<file path="src/rtl/ps2_host_ctrl.sv">
// PS/2 host controller: filtered pad inputs, device-to-host frames into an RX FIFO,
// host-to-device commands with inhibit/ack handling, frame timeout and error reporting.
module ps2_host_ctrl #(
  parameter int unsigned FILTER_LEN     = 8,
  parameter int unsigned INHIBIT_CYCLES = 4000,
  parameter int unsigned TIMEOUT_CYCLES = 80000,
  parameter int unsigned FIFO_AW        = 3
) (
  input  logic       clk_i,
  input  logic       rstn_i,
  input  logic       ps2_clk_i,
  input  logic       ps2_dat_i,
  output logic       ps2_clk_oe,
  output logic       ps2_dat_oe,
  output logic [7:0] rx_data,
  output logic       rx_valid,
  input  logic       rx_ready,
  input  logic [7:0] tx_data,
  input  logic       tx_valid,
  output logic       tx_ready,
  output logic       tx_done,
  output logic       tx_err,
  output logic [2:0] err_pulse,
  output logic [7:0] err_count,
  output logic       busy
);
  localparam int unsigned FW    = $clog2(FILTER_LEN + 1);
  localparam int unsigned TMAX  = (INHIBIT_CYCLES > TIMEOUT_CYCLES) ? INHIBIT_CYCLES : TIMEOUT_CYCLES;
  localparam int unsigned TW    = $clog2(TMAX + 1);
  localparam int unsigned DEPTH = 2 ** FIFO_AW;
  localparam int unsigned CW    = FIFO_AW + 1;

  typedef enum logic [2:0] {IDLE, RX, TX_INH, TX_DATA, TX_ACK, TX_WAIT} state_t;

  // Input conditioning; index 0 = clock line, index 1 = data line
  logic [1:0]         sync1_q, sync2_q, filt_q, filt_n;
  logic [1:0][FW-1:0] fcnt_q, fcnt_n;

  always_comb begin
    for (int i = 0; i < 2; i++) begin
      filt_n[i] = filt_q[i];
      fcnt_n[i] = '0;
      if (sync2_q[i] != filt_q[i]) begin
        if (fcnt_q[i] == FW'(FILTER_LEN - 1)) filt_n[i] = sync2_q[i];
        else                                  fcnt_n[i] = fcnt_q[i] + FW'(1);
      end
    end
  end

  always_ff @(posedge clk_i or negedge rstn_i) begin
    if (!rstn_i) begin
      sync1_q <= 2'b11;
      sync2_q <= 2'b11;
      filt_q  <= 2'b11;
      fcnt_q  <= '0;
    end else begin
      sync1_q <= {ps2_dat_i, ps2_clk_i};
      sync2_q <= sync1_q;
      filt_q  <= filt_n;
      fcnt_q  <= fcnt_n;
    end
  end

  logic fall_c;
  assign fall_c = filt_q[0] & ~filt_n[0];

  // Controller state
  state_t        state_q, state_n;
  logic [3:0]    bit_cnt_q, bit_cnt_n;
  logic [9:0]    shreg_q, shreg_n, frame_c;
  logic [TW-1:0] timer_q, timer_n;
  logic          clk_oe_q, clk_oe_n, dat_oe_q, dat_oe_n, ack_q, ack_n;
  logic          done_q, done_n, txerr_q, txerr_n, ready_q, ready_n, busy_q, busy_n;
  logic [2:0]    errp_q, errp_n;
  logic [7:0]    errc_q, errc_n;
  logic          push_c, pop_c, full_c, timeout_c;

  always_comb begin
    state_n   = state_q;
    bit_cnt_n = bit_cnt_q;
    shreg_n   = shreg_q;
    timer_n   = timer_q;
    clk_oe_n  = 1'b0;
    dat_oe_n  = 1'b0;
    ack_n     = ack_q;
    done_n    = 1'b0;
    txerr_n   = 1'b0;
    errp_n    = 3'b000;
    push_c    = 1'b0;
    timeout_c = 1'b0;
    frame_c   = {filt_q[1], shreg_q[9:1]};
    // Inter-fall watchdog for every state that depends on the device clock
    if (state_q inside {RX, TX_DATA, TX_ACK, TX_WAIT}) begin
      if (fall_c) begin
        timer_n = '0;
      end else begin
        timer_n   = timer_q + TW'(1);
        timeout_c = (timer_q == TW'(TIMEOUT_CYCLES - 1));
      end
    end
    unique case (state_q)
      IDLE: begin
        if (tx_valid && ready_q) begin
          state_n  = TX_INH;
          shreg_n  = {1'b0, ~^tx_data, tx_data};
          timer_n  = '0;
          clk_oe_n = 1'b1;
        end else if (fall_c && !filt_q[1]) begin
          state_n   = RX;
          bit_cnt_n = '0;
          timer_n   = '0;
        end
      end
      RX: begin
        if (fall_c) begin
          shreg_n   = frame_c;
          bit_cnt_n = bit_cnt_q + 4'd1;
          if (bit_cnt_q == 4'd9) begin
            state_n = IDLE;
            if (!(^frame_c[8:0]) || !frame_c[9]) errp_n[0] = 1'b1;
            else if (full_c && !pop_c)           errp_n[1] = 1'b1;
            else                                 push_c    = 1'b1;
          end
        end
      end
      TX_INH: begin
        clk_oe_n = 1'b1;
        timer_n  = timer_q + TW'(1);
        if (timer_q == TW'(INHIBIT_CYCLES - 1)) begin
          clk_oe_n  = 1'b0;
          dat_oe_n  = 1'b1;
          state_n   = TX_DATA;
          timer_n   = '0;
          bit_cnt_n = '0;
        end
      end
      TX_DATA: begin
        dat_oe_n = dat_oe_q;
        if (fall_c) begin
          bit_cnt_n = bit_cnt_q + 4'd1;
          if (bit_cnt_q == 4'd9) begin
            dat_oe_n = 1'b0;
            state_n  = TX_ACK;
          end else begin
            dat_oe_n = ~shreg_q[bit_cnt_q];
          end
        end
      end
      TX_ACK: begin
        if (fall_c) begin
          ack_n   = filt_q[1];
          state_n = TX_WAIT;
        end
      end
      TX_WAIT: begin
        if (filt_q[0] && filt_q[1]) begin
          state_n = IDLE;
          done_n  = 1'b1;
          txerr_n = ack_q;
        end
      end
      default: state_n = IDLE;
    endcase
    if (timeout_c) begin
      state_n  = IDLE;
      clk_oe_n = 1'b0;
      dat_oe_n = 1'b0;
      errp_n   = 3'b100;
      push_c   = 1'b0;
      if (state_q != RX) begin
        done_n  = 1'b1;
        txerr_n = 1'b1;
      end
    end
    errc_n  = ((errp_n != 3'b000) && (errc_q != 8'hFF)) ? errc_q + 8'd1 : errc_q;
    ready_n = (state_n == IDLE) && filt_n[0] && filt_n[1];
    busy_n  = (state_n != IDLE);
  end

  always_ff @(posedge clk_i or negedge rstn_i) begin
    if (!rstn_i) begin
      state_q   <= IDLE;
      bit_cnt_q <= '0;
      shreg_q   <= '0;
      timer_q   <= '0;
      clk_oe_q  <= 1'b0;
      dat_oe_q  <= 1'b0;
      ack_q     <= 1'b0;
      done_q    <= 1'b0;
      txerr_q   <= 1'b0;
      errp_q    <= 3'b000;
      errc_q    <= 8'd0;
      ready_q   <= 1'b0;
      busy_q    <= 1'b0;
    end else begin
      state_q   <= state_n;
      bit_cnt_q <= bit_cnt_n;
      shreg_q   <= shreg_n;
      timer_q   <= timer_n;
      clk_oe_q  <= clk_oe_n;
      dat_oe_q  <= dat_oe_n;
      ack_q     <= ack_n;
      done_q    <= done_n;
      txerr_q   <= txerr_n;
      errp_q    <= errp_n;
      errc_q    <= errc_n;
      ready_q   <= ready_n;
      busy_q    <= busy_n;
    end
  end

  // RX FIFO; head is read combinationally so rx_data is valid with rx_valid
  logic [7:0]         mem_q [DEPTH];
  logic [FIFO_AW-1:0] wr_ptr_q, rd_ptr_q;
  logic [CW-1:0]      count_q;

  assign rx_valid = (count_q != '0);
  assign pop_c    = rx_valid && rx_ready;
  assign full_c   = (count_q == CW'(DEPTH));
  assign rx_data  = mem_q[rd_ptr_q];

  always_ff @(posedge clk_i) begin
    if (push_c) mem_q[wr_ptr_q] <= frame_c[7:0];
  end

  always_ff @(posedge clk_i or negedge rstn_i) begin
    if (!rstn_i) begin
      wr_ptr_q <= '0;
      rd_ptr_q <= '0;
      count_q  <= '0;
    end else begin
      if (push_c) wr_ptr_q <= wr_ptr_q + FIFO_AW'(1);
      if (pop_c)  rd_ptr_q <= rd_ptr_q + FIFO_AW'(1);
      unique case ({push_c, pop_c})
        2'b10:   count_q <= count_q + CW'(1);
        2'b01:   count_q <= count_q - CW'(1);
        default: count_q <= count_q;
      endcase
    end
  end

  assign ps2_clk_oe = clk_oe_q;
  assign ps2_dat_oe = dat_oe_q;
  assign tx_ready   = ready_q;
  assign tx_done    = done_q;
  assign tx_err     = txerr_q;
  assign err_pulse  = errp_q;
  assign err_count  = errc_q;
  assign busy       = busy_q;
endmodule
</file>
<file path="config.mk">
export PLATFORM = sky130hd
export DESIGN_NAME = ps2_host_ctrl
export DESIGN_NICKNAME = d
export VERILOG_FILES = /design/src/rtl/ps2_host_ctrl.sv
export SDC_FILE = /design/constraint.sdc
export NUM_CORES = 1
export LEC_CHECK = 0
export BUFFER_PORTS_ARGS = -buffer_cell sky130_fd_sc_hd__clkbuf_2
export CORE_ASPECT_RATIO = 1.75
export CORE_UTILIZATION = 30
export DETAILED_ROUTE_END_ITERATION = 12
export PLACE_DENSITY = 0.55
export SYNTH_ARGS = -nofsm -noshare
export SYNTH_HDL_FRONTEND = slang
export SYNTH_SLANG_ARGS = --single-unit
</file>
<file path="constraint.sdc">
create_clock -name clk_i -period 3 [get_ports clk_i]
set_input_delay 0 -clock clk_i [delete_from_list [all_inputs] [get_ports clk_i]]
set_output_delay 0 -clock clk_i [all_outputs]
set_load 0.005 [all_outputs]
</file>
==> impl_metrics.yaml <==
drt:
  via_count: 4352
  routedWlPerCell_um: 16.1
  drc: 2
  drtIter0Drc: 315
  dr.pass1.iters: 8
  ant_nets: 0
  routed_via_density: 4.79
  routed_wl_mm: 14.6
power_and_ir_drop:
  clkPwrFrac_pct: 45.2
  vdd_drop_max_v: 0.000359
  p_total_uw: 4380
  comb_power_share_pct: 6.5
  p_per_area_nw_per_um2: 553
  p_seq_share_pct: 48.2
  p_leak_uw: 0.00308
  power.switching_uw: 1100
  netSwitchingFraction_pct: 25.1
  power.internal_uw: 3280
floorplan:
  ios: 40
  core_area_um2: 21400
  dieArea_um2: 22300
  dieWidth_um: 113
  die-height_um: 197
  start_util_pct: 30.4
  rows: 71
yosys:
  synth_seq_cells: 140
  synth_cell_types: 62
  syn-num-nets: 544
  synth_edf_count: 64
  postSynthCellCount: 519
  ys_async_sr_fraction_pct: 54.3
  avgSynthCellArea_um2: 12.5
  seq_area_frac_synth_pct: 58.8
  yosys_warnings: 0
  netlist_area_um2: 6510
  synth_flop_cell: "dfrtp_1"
clock_tree:
  clk_latency_ns: 0.42
  clockRootBuffer: "clkbuf_16"
  numCtsBuffers: 17
  cts_tree: "built"
  clkTransAtPathRegs_ns: 0.06
  cts_buffer_depth: 2
  htree_num_levels: 4
  clkSinkCount: 140
timing:
  report.final.setup_viol: 0
  finalSetupTns_ns: 0
  grt_setup_unrepaired: "no"
  finalCriticalPeriod_ns: 2.77
  tightestPinTransition_ns: 1.00
  clock_skew_ns: 0.0119
  hold_violations: 0
  drv_slew: 0
  fmax_ghz: 0.362
  fin_crit_sh_pct: 92.2
  maxSlewHeadroom_pct: 33.1
layout:
  fillers: 2096
  syn_to_final_growth_pct: 21.8
  drive_above_1_share_pct: 25.0
  postLayoutCoreUtil_pct: 37.0
  multiInputGateArea_um2: 2580
  final_common_cell: "dfrtp_1"
  insertedDiodeCount: 0
  seq_area_um2: 3830
  final_cell_mix: "70 x dfrtp_1, 64 x edfxtp_1, 56 x nand2_1"
  final_nets: 628
  stdcell_count: 908
global_route:
  grt_pass1_vias: 4559
  grt_max_degree: 77
  grt_pass1_wl_mm: 23.4
  antenna_found_initial: 0
  overflow: 0
  grt_util_all_layers_pct: 13.7
setup_path:
  path_max_fanout: 5
  critical_path.max_stage_delay_ns: 0.47
  start_kind: "register"
  crit_type: "reg2reg"
  end_kind: "register"
  worstPathRequired_ns: 3.30
  cp.buffers_inverters: 1
  cp_slowest_cell: "xnor3_2"
  arrival_ns: 3.06
  crit_top_cell: "xor2_1"
  cp_top_family: "XOR/XNOR gates"
  crit_chain: "xnor2_2 -> xnor3_2 -> xor2_1 -> nor3_2 -> inv_2 -> ha_2 -> xor2_1 -> ha_1 -> a21oi_1 -> xor2_1 -> nor2_1 -> xor2_1"
place:
  hpwl_mm: 10.5
  portBuffers: 39
  gp_congestion: 0.809
  dp_cells: 863
job:
  cap_violations: 0
run_status:
  outcome: "complete, but fails checks"
  violations: "design-rule violations"
hold_path:
  hp-class: "in2reg"
-- worst register-to-register path, cell delays in order, from the launching register on --
cell and delay [ns]:
dfrtp_1 0.42, xnor2_2 0.17, xnor3_2 0.47, xor2_1 0.22, nor3_2 0.18, inv_2 0.09, ha_2 0.23, xor2_1 0.16
ha_1 0.19, a21oi_1 0.14, xor2_1 0.18, nor2_1 0.07, xor2_1 0.14
-- logic make-up (layout without fill, tap and decap cells) --
group | Yosys count | count (layout) | synth area share [%]
AO/OA/AOI/OAI | 80 | 80 | 7.69
buffers and inverters | 29 | 126 | 1.77
AND/OR/NAND/NOR | 181 | 181 | 14.1
adder cells (fa/ha/maj) | 11 | 11 | 2.11
XOR/XNOR | 36 | 36 | 5.27
multiplexers | 42 | 42 | 10.2
flip-flops | 140 | 140 | 58.8
-- per-stage QoR --
stage	hold slack, ns	cell area, um^2	setup slack [ns]
after detailed placement	0.0958	7230	0.121
after floorplan	-0.296	6510	0.150
after global routing	0.0621	7930	0.00997
after CTS	0.00386	7910	0.112
final	0.0356	7930	0.235
after global placement	0.0943	7230	0.156
-- worst paths after layout --
| check | start | to | slack (ns) | depth (start not counted) |
|---|---|---|---|---|
| setup / recovery | shreg_q[6]$_DFFE_PN0P_ | count_q[2]$_DFFE_PN0P_ | 0.23 | 12 |
| hold / removal | tx_valid | timer_q[0]$_DFF_PN0_ | 0.04 | 4 |
| setup reg to reg | shreg_q[6]$_DFFE_PN0P_ | count_q[2]$_DFFE_PN0P_ | 0.23 | 12 |
| hold reg to reg | sync1_q[1]$_DFF_PN1_ | sync2_q[1]$_DFF_PN1_ | 0.36 | 0 |
| max in group asynchronous | rstn_i | shreg_q[6]$_DFFE_PN0P_ | 2.06 | 2 |
| min in group asynchronous | rstn_i | timer_q[10]$_DFF_PN0_ | 0.25 | 2 |
-- registers in the layout, indices dropped and copies added (netlist names), 2 cells and up --
register / cells
mem_q: 64
timer_q: 17
shreg_q: 10
err_count: 8
fcnt_q: 8
bit_cnt_q: 4
count_q: 4
err_pulse: 3
rd_ptr_q: 3
state_q: 3
wr_ptr_q: 3
filt_q: 2
sync1_q: 2
sync2_q: 2
-- power groups by stage --
| stage | clock network [uW] | registers, uW | logic (uW) |
|---|---|---|---|
| detailed placement | 0 | 2150 | 271 |
| global route | 2110 | 2120 | 324 |
| finish | 1980 | 2110 | 287 |
| CTS | 2040 | 2110 | 286 |
| floorplan | 0 | 2140 | 165 |
| global placement | 0 | 2150 | 261 |
-- cell type report --
| cell class | instances | share of cell area, % |
|---|---|---|
| clock inverters | 15 | 1.69 |
| flip-flops and latches | 140 | 48.3 |
| well taps | 292 | 4.61 |
| inverters | 12 | 0.568 |
| clock buffers | 17 | 5.36 |
| repair buffers | 82 | 6.94 |
| multi-input cells | 350 | 32.5 |
-- metal layers --
layer  vias up  routed length [um]  global-route usage, %
met3        17                 311                   3.08
met1      2177                5780                   14.2
met4         0                 229                   4.92
li1       2082                   -                      -
met2        76                8270                   26.4
met5         -                   0                      0
-- cell usage after synthesis, types with 2 or more instances --
cell	instances	area, um^2
clkbuf_1	10	37.5
o31ai_1	3	22.5
xnor2_1	19	166
edfxtp_1	64	1920
nor3_1	13	65.1
nand2b_1	8	50.1
a22o_1	2	17.5
nor2_1	35	131
mux4_2	18	405
and3_1	4	25.0
mux2i_1	10	100
dfrtp_1	70	1750
buf_1	2	7.51
nor2b_1	7	43.8
a21oi_1	13	65.1
xor2_1	15	131
nand2_1	56	210
nor3b_1	2	15.0
o21ai_0	37	185
a31oi_1	3	18.8
nand4_1	7	43.8
nor4_1	6	37.5
buf_2	5	25.0
mux2_2	14	158
nand3b_1	6	45.0
o22ai_1	2	12.5
a211oi_1	2	15.0
or3_1	5	31.3
dfstp_2	6	158
xnor3_1	2	45.0
a21o_1	4	30.0
inv_1	12	45.0
nand3_1	18	90.1
ha_1	11	138
-- repair_timing --
item | 4_1_cts | 5_1_grt
setup buffers | 0 | 1
setup endpoints to repair | 0 | 1
endpoints found under the hold margin | 82 | 0
hold buffers | 12 | 0
resized for setup | 0 | 5
(Power assumes the default switching activity.)
